[config.mk]
export PLATFORM = sky130hd
export DESIGN_NAME = id_ex_stage
export DESIGN_NICKNAME = d
export VERILOG_FILES = /design/src/rtl/id_ex_stage.sv
export SDC_FILE = /design/constraint.sdc
export NUM_CORES = 1
export LEC_CHECK = 0
export ABC_AREA = 1
export CAP_MARGIN = 20
export CELL_PAD_IN_SITES_DETAIL_PLACEMENT = 0
export CELL_PAD_IN_SITES_GLOBAL_PLACEMENT = 2
export CORE_AREA = 4 4 150 189
export DETAILED_ROUTE_END_ITERATION = 10
export DIE_AREA = 0 0 154 193
export PLACE_DENSITY_LB_ADDON = 0.2
export SYNTH_ARGS = -nofsm -noshare
export SYNTH_HDL_FRONTEND = slang
export SYNTH_SLANG_ARGS = --single-unit
[constraint.sdc]
create_clock -name clk -period 3.4 [get_ports clk]
set_input_delay 0.51 -clock clk [delete_from_list [all_inputs] [get_ports clk]]
set_output_delay 0.51 -clock clk [all_outputs]
set_load 0.05 [all_outputs]
[src/rtl/id_ex_stage.sv]
// ID/EX pipeline register with load-use hazard detection.
// Captures the ID-stage operands, instruction fields and control bundle on
// every rising edge and presents them to EX one cycle later. A load in EX
// whose destination feeds the instruction in ID stalls PC and IF/ID for one
// cycle and sends a bubble into EX. A branch flush and a downstream hold are
// also handled here.
// Optional build macro: ID_EX_STALL_CNT_EN adds a 32-bit load-use stall counter.
module id_ex_stage #(
  parameter int DATA_W = 32,
  parameter int CTRL_W = 8
) (
  input  logic              clk,
  input  logic              rst,
  input  logic              id_valid,
  input  logic [4:0]        id_rs,
  input  logic [4:0]        id_rt,
  input  logic [4:0]        id_rd,
  input  logic [DATA_W-1:0] id_rd1,
  input  logic [DATA_W-1:0] id_rd2,
  input  logic [DATA_W-1:0] id_imm,
  input  logic [DATA_W-1:0] id_pc4,
  input  logic [CTRL_W-1:0] id_ctrl,
  input  logic              flush,
  input  logic              hold,
  output logic              ex_valid,
  output logic [4:0]        ex_rs,
  output logic [4:0]        ex_rt,
  output logic [4:0]        ex_rd,
  output logic [DATA_W-1:0] ex_rd1,
  output logic [DATA_W-1:0] ex_rd2,
  output logic [DATA_W-1:0] ex_imm,
  output logic [DATA_W-1:0] ex_pc4,
  output logic [CTRL_W-1:0] ex_ctrl,
`ifdef ID_EX_STALL_CNT_EN
  output logic [31:0]       stall_cnt,
`endif
  output logic              stall_id
);

  logic              r_valid;
  logic [4:0]        r_rs;
  logic [4:0]        r_rt;
  logic [4:0]        r_rd;
  logic [DATA_W-1:0] r_rd1;
  logic [DATA_W-1:0] r_rd2;
  logic [DATA_W-1:0] r_imm;
  logic [DATA_W-1:0] r_pc4;
  logic [CTRL_W-1:0] r_ctrl;

  logic w_load_use;
  logic w_bubble;

  // A load in EX (MemRead, bit 1) writing a non-zero register read by ID.
  // r_valid is cleared by reset, so an active reset also drops the stall.
  assign w_load_use = r_valid & r_ctrl[1] & (r_rt != 5'd0) & id_valid &
                      ((r_rt == id_rs) | (r_rt == id_rt));

  // Flush kills the ID instruction, so freezing IF/ID for it is pointless.
  assign stall_id = hold | (w_load_use & ~flush);

  // Any reason for EX not to receive the current ID instruction.
  assign w_bubble = flush | w_load_use | ~id_valid;

  // Pipeline register: hold freezes, otherwise capture or insert a bubble.
  // Data fields always load so only the qualifying fields are muxed.
  always_ff @(posedge clk or negedge rst) begin
    if (!rst) begin
      r_valid <= 1'b0;
      r_rs    <= '0;
      r_rt    <= '0;
      r_rd    <= '0;
      r_rd1   <= '0;
      r_rd2   <= '0;
      r_imm   <= '0;
      r_pc4   <= '0;
      r_ctrl  <= '0;
    end else if (!hold) begin
      r_rd1 <= id_rd1;
      r_rd2 <= id_rd2;
      r_imm <= id_imm;
      r_pc4 <= id_pc4;
      if (w_bubble) begin
        r_valid <= 1'b0;
        r_rs    <= '0;
        r_rt    <= '0;
        r_rd    <= '0;
        r_ctrl  <= '0;
      end else begin
        r_valid <= 1'b1;
        r_rs    <= id_rs;
        r_rt    <= id_rt;
        r_rd    <= id_rd;
        r_ctrl  <= id_ctrl;
      end
    end
  end

  assign ex_valid = r_valid;
  assign ex_rs    = r_rs;
  assign ex_rt    = r_rt;
  assign ex_rd    = r_rd;
  assign ex_rd1   = r_rd1;
  assign ex_rd2   = r_rd2;
  assign ex_imm   = r_imm;
  assign ex_pc4   = r_pc4;
  assign ex_ctrl  = r_ctrl;

`ifdef ID_EX_STALL_CNT_EN
  logic [31:0] r_stall_cnt;

  // Count edges on which a load-use stall actually takes effect; wraps freely.
  always_ff @(posedge clk or negedge rst) begin
    if (!rst) begin
      r_stall_cnt <= '0;
    end else if (w_load_use & ~flush & ~hold) begin
      r_stall_cnt <= r_stall_cnt + 32'd1;
    end
  end

  assign stall_cnt = r_stall_cnt;
`endif

endmodule

==> flow_summary_export.csv, run 1 <==
group,metric,value,unit
drt,routedWlPerCell,15.87,um
yosys,synth_nets,852,
timing,setup_slack,0.8602,ns
global_route,antenna_found_initial,1,
global_route,grt_overflow,0,
power_and_ir_drop,power,5377,uW
drt,antenna_left,0,
cells_and_area,drive_above_1_share,6.058,%
floorplan,die_y,193,um
floorplan,start_util,22.74,%
timing,fin_setup_tns,0,ns
power_and_ir_drop,ir_drop,0.3096,mV
critical_path,reg2reg_from,"ex_rt[0]",
drt,drc_errors,0,
cells_and_area,fin_cells,1354,
timing,setup_viol,0,
clock_network,clock_latency,0.42,ns
place,hpwl,15.07,mm
floorplan,num_rows,67,
clock_network,cts.sinks,152,
yosys,synth_warnings,0,
place,portBuffers,308,
drt,via_count,5317,
floorplan,dieArea,29720,um^2
critical_path,worstPathRequired,2.89,ns
critical_path,path_max_fanout,3,
floorplan,core_area,26570,um^2
yosys,seq_area_frac_synth,62.95,%
drt,drtIter0Drc,190,
clock_network,htreeDepth,4,
clock_network,ctsHoldBuffers,0,
clock_network,postCtsSetupRepairBufs,0,
global_route,grt_use_met3,5.738,%
yosys,syn_area,6042,um^2
global_route,grtUsageMet1,17.14,%
global_route,gr-usage-met2,23.84,%
timing,rsz0062_at_grt,"no",
yosys,syn_inst,696,
drt,viasPerCell,3.927,
critical_path,startpoint,"id_rs[0]",
drt,wl,21.49,mm
critical_path,critPathKind,"in -> out",
clock_network,ctsResizeCount,0,
floorplan,die_w,154,um
power_and_ir_drop,power.density,532.9,nW/um^2
power_and_ir_drop,leakagePower,0.004914,uW
place,placed_cells,1321,
clock_network,clockRootBuffer,"clkbuf_16",
timing,min_period_over_period,74.70,%
global_route,gr-usage-all-layers,14.34,%
cells_and_area,register_area,3804,um^2
drt,dr.pass1.iters,4,
clock_network,cts_tree,"done",
timing,whs,0.1034,ns
run,maxCapViolCount,0,
global_route,grt.busiest_layer,"met2",
place,dp_slack,0.8137,ns
timing,finalCriticalPeriod,2.540,ns
global_route,grt_pass1_wl,33.24,mm
timing,fmax,0.3937,GHz
cells_and_area,area_growth,67.01,%
critical_path,crit_arrival,2.03,ns
critical_path,critPathLaunchType,"primary input",
timing,slew_headroom,49.87,%
timing,hold_viol_final,0,
timing,tightestPinTransition,0.7511,ns
timing,drv_slew,0,
yosys,yosys.cell_types.count,17,
clock_network,cts_buffers,17,
floorplan,num_io_pins,309,
global_route,grt_max_degree,129,
hold_path,hp-class,"in -> async",
cells_and_area,nFillCells,2671,
clock_network,clockBufferDepth,2,
global_route,grt_pass1_vias,5617,
yosys,synth_top_area_share,62.95,%
cells_and_area,final_net_count,1151,
cells_and_area,multi_input_area,2006,um^2
yosys,synth.avg_cell_area,8.681,um^2
outcome,outcome,"finished clean",
timing,finClkSkew,0.002406,ns
yosys,synthTopCellsByArea,"dfrtp_1, nand2_1, nand3_2, buf_2, buf_6",
yosys,yosysTopAreaCell,"dfrtp_1",
critical_path,cp-end-kind,"primary output",
place,gp_routability_congestion,0.7842,
clock_network,clkTransAtPathRegs,0.06,ns
yosys,ys_seq_elements,152,
layer usage:
| metal | vias to the layer above | wire length [um] |
|---|---|---|
| li1 | 2692 | - |
| met1 | 2421 | 8796 |
| met2 | 188 | 10640 |
| met3 | 16 | 1740 |
| met4 | 0 | 310 |
| met5 | - | 0 |
final timing paths:
check | endpoint | slack (ns) | cells past startpoint
setup / recovery | stall_id | 0.86 | 10
hold / removal | ex_ctrl[4] | 0.10 | 1
setup reg to reg | ex_rs[2] | 1.85 | 10
hold reg to reg | ex_pc4[25] | 0.47 | 2
max in group asynchronous | ex_rd2[9] | 2.57 | 2
min in group clk | ex_pc4[25] | 0.47 | 2
layout by cell type, fill, tap and decap left out:
cell / n
inv_2: 4
buf_12: 4
nand3_1: 10
clkinv_2: 2
nand2_2: 1
inv_4: 1
nand3_2: 15
nand2_1: 453
clkinv_4: 1
nor3b_4: 1
nand4_1: 2
clkbuf_8: 4
bufinv_16: 3
nand2_4: 1
xnor2_1: 2
clkbuf_1: 3
nor2_1: 9
buf_6: 1
diode_2: 2
clkdlybuf4s50_1: 305
buf_4: 5
dfrtp_1: 152
o21ai_0: 1
clkbuf_16: 17
clkinvlp_4: 1
inv_1: 9
state kept, by name, indices dropped and copies added (netlist names):
| register | flops |
|---|---|
| ex_rd | 5 |
| ex_ctrl | 8 |
| ex_imm | 32 |
| ex_valid | 1 |
| ex_pc4 | 32 |
| ex_rd2 | 32 |
| ex_rd1 | 32 |
| ex_rt | 5 |
| ex_rs | 5 |
worst max-delay path, cell delays in order:
cell and delay, ns:
clkdlybuf4s50_1 0.52, nand2_1 0.07, inv_1 0.05, nor2_1 0.04, nor2_1 0.13, nand3_1 0.11
nand2_2 0.09, nand2_4 0.04, o21ai_0 0.28, buf_12 0.18
cell usage after synthesis:
master,count
buf_1,1
inv_1,10
nand4_1,2
nand2_1,453
nor3b_2,1
nand3_2,15
o21ai_0,1
buf_6,5
nand2_2,1
nand2_4,1
clkbuf_1,15
buf_2,14
nand3_1,10
xnor2_1,2
inv_2,4
dfrtp_1,152
nor2_1,9
report_power, final:
group	switching (uW)	internal, uW	total, uW
registers	87.1	1960	2050
clock network	747	1230	1980
logic	860	493	1350
per-stage QoR:
| step | util (%) | cell area, um^2 |
|---|---|---|
| 6_report | 37.97 | 10090 |
| 5_1_grt | 37.96 | 10090 |
| 4_1_cts | 37.95 | 10090 |
| 3_5_place_dp | 35.67 | 9478 |
| 3_3_place_gp | 35.67 | 9478 |
| 2_1_floorplan | - | 6042 |
cell families (layout without fill, tap and decap cells):
family                    after synthesis  count (layout)  share of synthesized area [%]
buffers and inverters                  49             360                          3.955
xor gates and xnor gates                2               2                         0.2900
AOI/OAI and AO/OA                       1               1                        0.08275
DFF                                   152             152                          62.95
and+or+nand+nor                       492             492                          32.72
other                                   0               2                              0
cell type report:
cell class / instances / share of cell area [%]
diodes: 2 / 0.04960
well taps: 345 / 4.278
flip-flops and latches: 152 / 37.69
clock inverters: 7 / 1.153
multi-input cells: 495 / 19.88
inverters: 14 / 0.5456
repair buffers: 315 / 31.53
clock buffers: 24 / 4.873
(Power assumes the default switching activity.)
==> run 2: changes to the inputs <==
- CORE_AREA: 4 4 150 189 -> 4 4 154 193
- DIE_AREA: 0 0 154 193 -> 0 0 158 197
- clock period: 3.4 -> 2.4 ns (I/O delays scaled with it)
==> run 2 against run 1 <==
Count of clock-buffer cells in the layout decreased by 6. Die area increased by 4.7%. Combinational power increased by 43%. Hold slack improved by 0.21 ns. Final cell count increased by 0.59%. Wire length increased by 1.1%. Critical path depth decreased by 1. First-iteration DRC count increased by 2.1%. Total power increased by 42%. Global-route usage decreased by 0.43 points.
==> flow_summary_export.csv, run 2 (synthesis gave the netlist of run 1 again) <==
group,metric,value,unit
power_and_ir_drop,ir_drop,0.3811,mV
clock_network,clockRootBuffer,"clkbuf_16",
critical_path,critPathLaunchType,"flip-flop",
timing,drv_slew,0,
power_and_ir_drop,swShare,31.92,%
drt,wl,21.73,mm
power_and_ir_drop,combPwrFrac,25.2,%
critical_path,crit_top_cell,"nand2_1",
cells_and_area,mostFrequentLayoutCell,"nand2_1",
power_and_ir_drop,power,7657,uW
clock_network,cts.sinks,152,
timing,hold_viol_final,0,
run,maxCapViolCount,0,
clock_network,htreeDepth,4,
floorplan,die_w,158,um
timing,rsz0062_at_grt,"no",
cells_and_area,final_net_count,1156,
critical_path,worstPathRequired,2.04,ns
global_route,grtUsageMet1,16.14,%
drt,routedWlPerCell,15.95,um
timing,finalCriticalPeriod,2.169,ns
global_route,grt_overflow,0,
power_and_ir_drop,p_switching,2444,uW
drt,drc_errors,0,
drt,antenna_left,0,
critical_path,crit_arrival,1.81,ns
timing,finClkSkew,0.005943,ns
global_route,gr-usage-all-layers,13.90,%
critical_path,cp_cell_sequence,"inv_2 > nand2_1 > nand2_1 > nor2_1 > nand3_1 > nand2_2 > nand2_4 > o21ai_1 > buf_12",
critical_path,cp-end-kind,"primary output",
drt,dr.pass1.iters,4,
global_route,grt_max_degree,106,
floorplan,num_rows,68,
timing,tightestPinTransition,0.5816,ns
global_route,grt_pass1_vias,5679,
clock_network,clock_latency,0.42,ns
cells_and_area,final_cell_mix,"nand2_1, clkdlybuf4s50_1, dfrtp_1, clkbuf_16, nand3_2",
drt,via_count,5441,
power_and_ir_drop,power.density,753.7,nW/um^2
floorplan,start_util,21.85,%
timing,setup_viol,0,
power_and_ir_drop,leakagePower,0.004935,uW
outcome,outcome,"finished clean",
cells_and_area,drive_above_1_share,6.528,%
global_route,antenna_found_initial,1,
global_route,grt_use_met3,6.238,%
critical_path,path_max_fanout,6,
drt,viasPerCell,3.995,
clock_network,clockBufferDepth,2,
timing,fin_setup_tns,0,ns
global_route,grt_pass1_wl,33.27,mm
place,gp_routability_congestion,0.7947,
hold_path,hp-class,"in -> reg",
timing,fmax,0.4610,GHz
floorplan,num_io_pins,309,
cells_and_area,area_growth,68.13,%
drt,drtIter0Drc,194,
floorplan,core_area,27650,um^2
timing,slew_headroom,61.11,%
power_and_ir_drop,internal_power,5212,uW
power_and_ir_drop,p_clk_share,36.9,%
critical_path,cpPeakStageDelay,0.47,ns
timing,min_period_over_period,90.38,%
global_route,gr-usage-met2,22.88,%
critical_path,crit_slowest_cell,"dfrtp_1",
place,hpwl,15.42,mm
critical_path,critPathKind,"reg -> out",
power_and_ir_drop,p_seq_share,37.8,%
global_route,grt.busiest_layer,"met2",
clock_network,cts_buffers,17,
floorplan,dieArea,31130,um^2
clock_network,cts_tree,"done",
floorplan,die_y,197,um
clock_network,clkTransAtPathRegs,0.06,ns
place,portBuffers,308,
## run 2: cell type report
class | count | area (um^2)
Fill cell | 2858 | 17490
Tap cell | 350 | 437.9
Inverter | 14 | 55.05
Clock buffer | 18 | 429.2
Antenna cell | 1 | 2.502
Multi-Input combinational cell | 495 | 2006
Timing Repair Buffer | 320 | 3247
Clock inverter | 12 | 177.7
Sequential cell | 152 | 3804
## run 2: layer usage
metal	part of all wire, %	up-vias
met3	9.5	17
met2	49	194
met5	0	-
met1	40	2523
met4	1.6	0
li1	-	2707
## run 2: path summary, 6_finish.rpt
kind / from / endpoint / slack (ns) / depth (start not counted)
worst min register to register: ex_rd2[0] / ex_rd2[0] / 0.48 / 2
worst max register to register: ex_rt[1] / ex_rt[1] / 0.88 / 8
min in group asynchronous: rst / ex_ctrl[0] / 0.46 / 2
worst max-delay path: ex_rt[1] / stall_id / 0.23 / 9
max in group asynchronous: rst / ex_imm[23] / 1.30 / 3
worst min-delay path: hold / ex_rs[3] / 0.32 / 3
## run 2: metrics by stage
stage          instance area [um^2]  instances  setup slack, ns  hold WS [ns]  util, %
2_1_floorplan                  6042        696           0.1463       0.06441        -
4_1_cts                       10160       1361           0.1522        0.2841    36.73
5_1_grt                       10160       1362          0.04546        0.3148    36.74
3_5_place_dp                   9539       1330           0.2478        0.3814    34.50
3_3_place_gp                   9539       1330           0.2491        0.3826    34.50
6_report                      10160       1362           0.2310        0.3151    36.74
## run 2: worst max-delay path, delay by kind of cell, from the launching register on
kind            cells  cell delay, ns
buf+inv             2            0.23
simple gates        6            0.47
flops               1            0.47
compound gates      1            0.21
## run 2: power by group through the flow
stage          combinational (uW)  clock, uW  sequential, uW
6_report                     1930       2830            2900
5_1_grt                      2050       3040            2930
4_1_cts                      1970       2930            2900
3_5_place_dp                 1970          0            2940
3_3_place_gp                 1970          0            2940
2_1_floorplan                 286          0            3700
## run 2: repair_timing
action                                 CTS  global route
setup buffers                            0             0
hold buffers                             1             0
endpoints found under the hold margin   47             0
resized for setup                        0             0
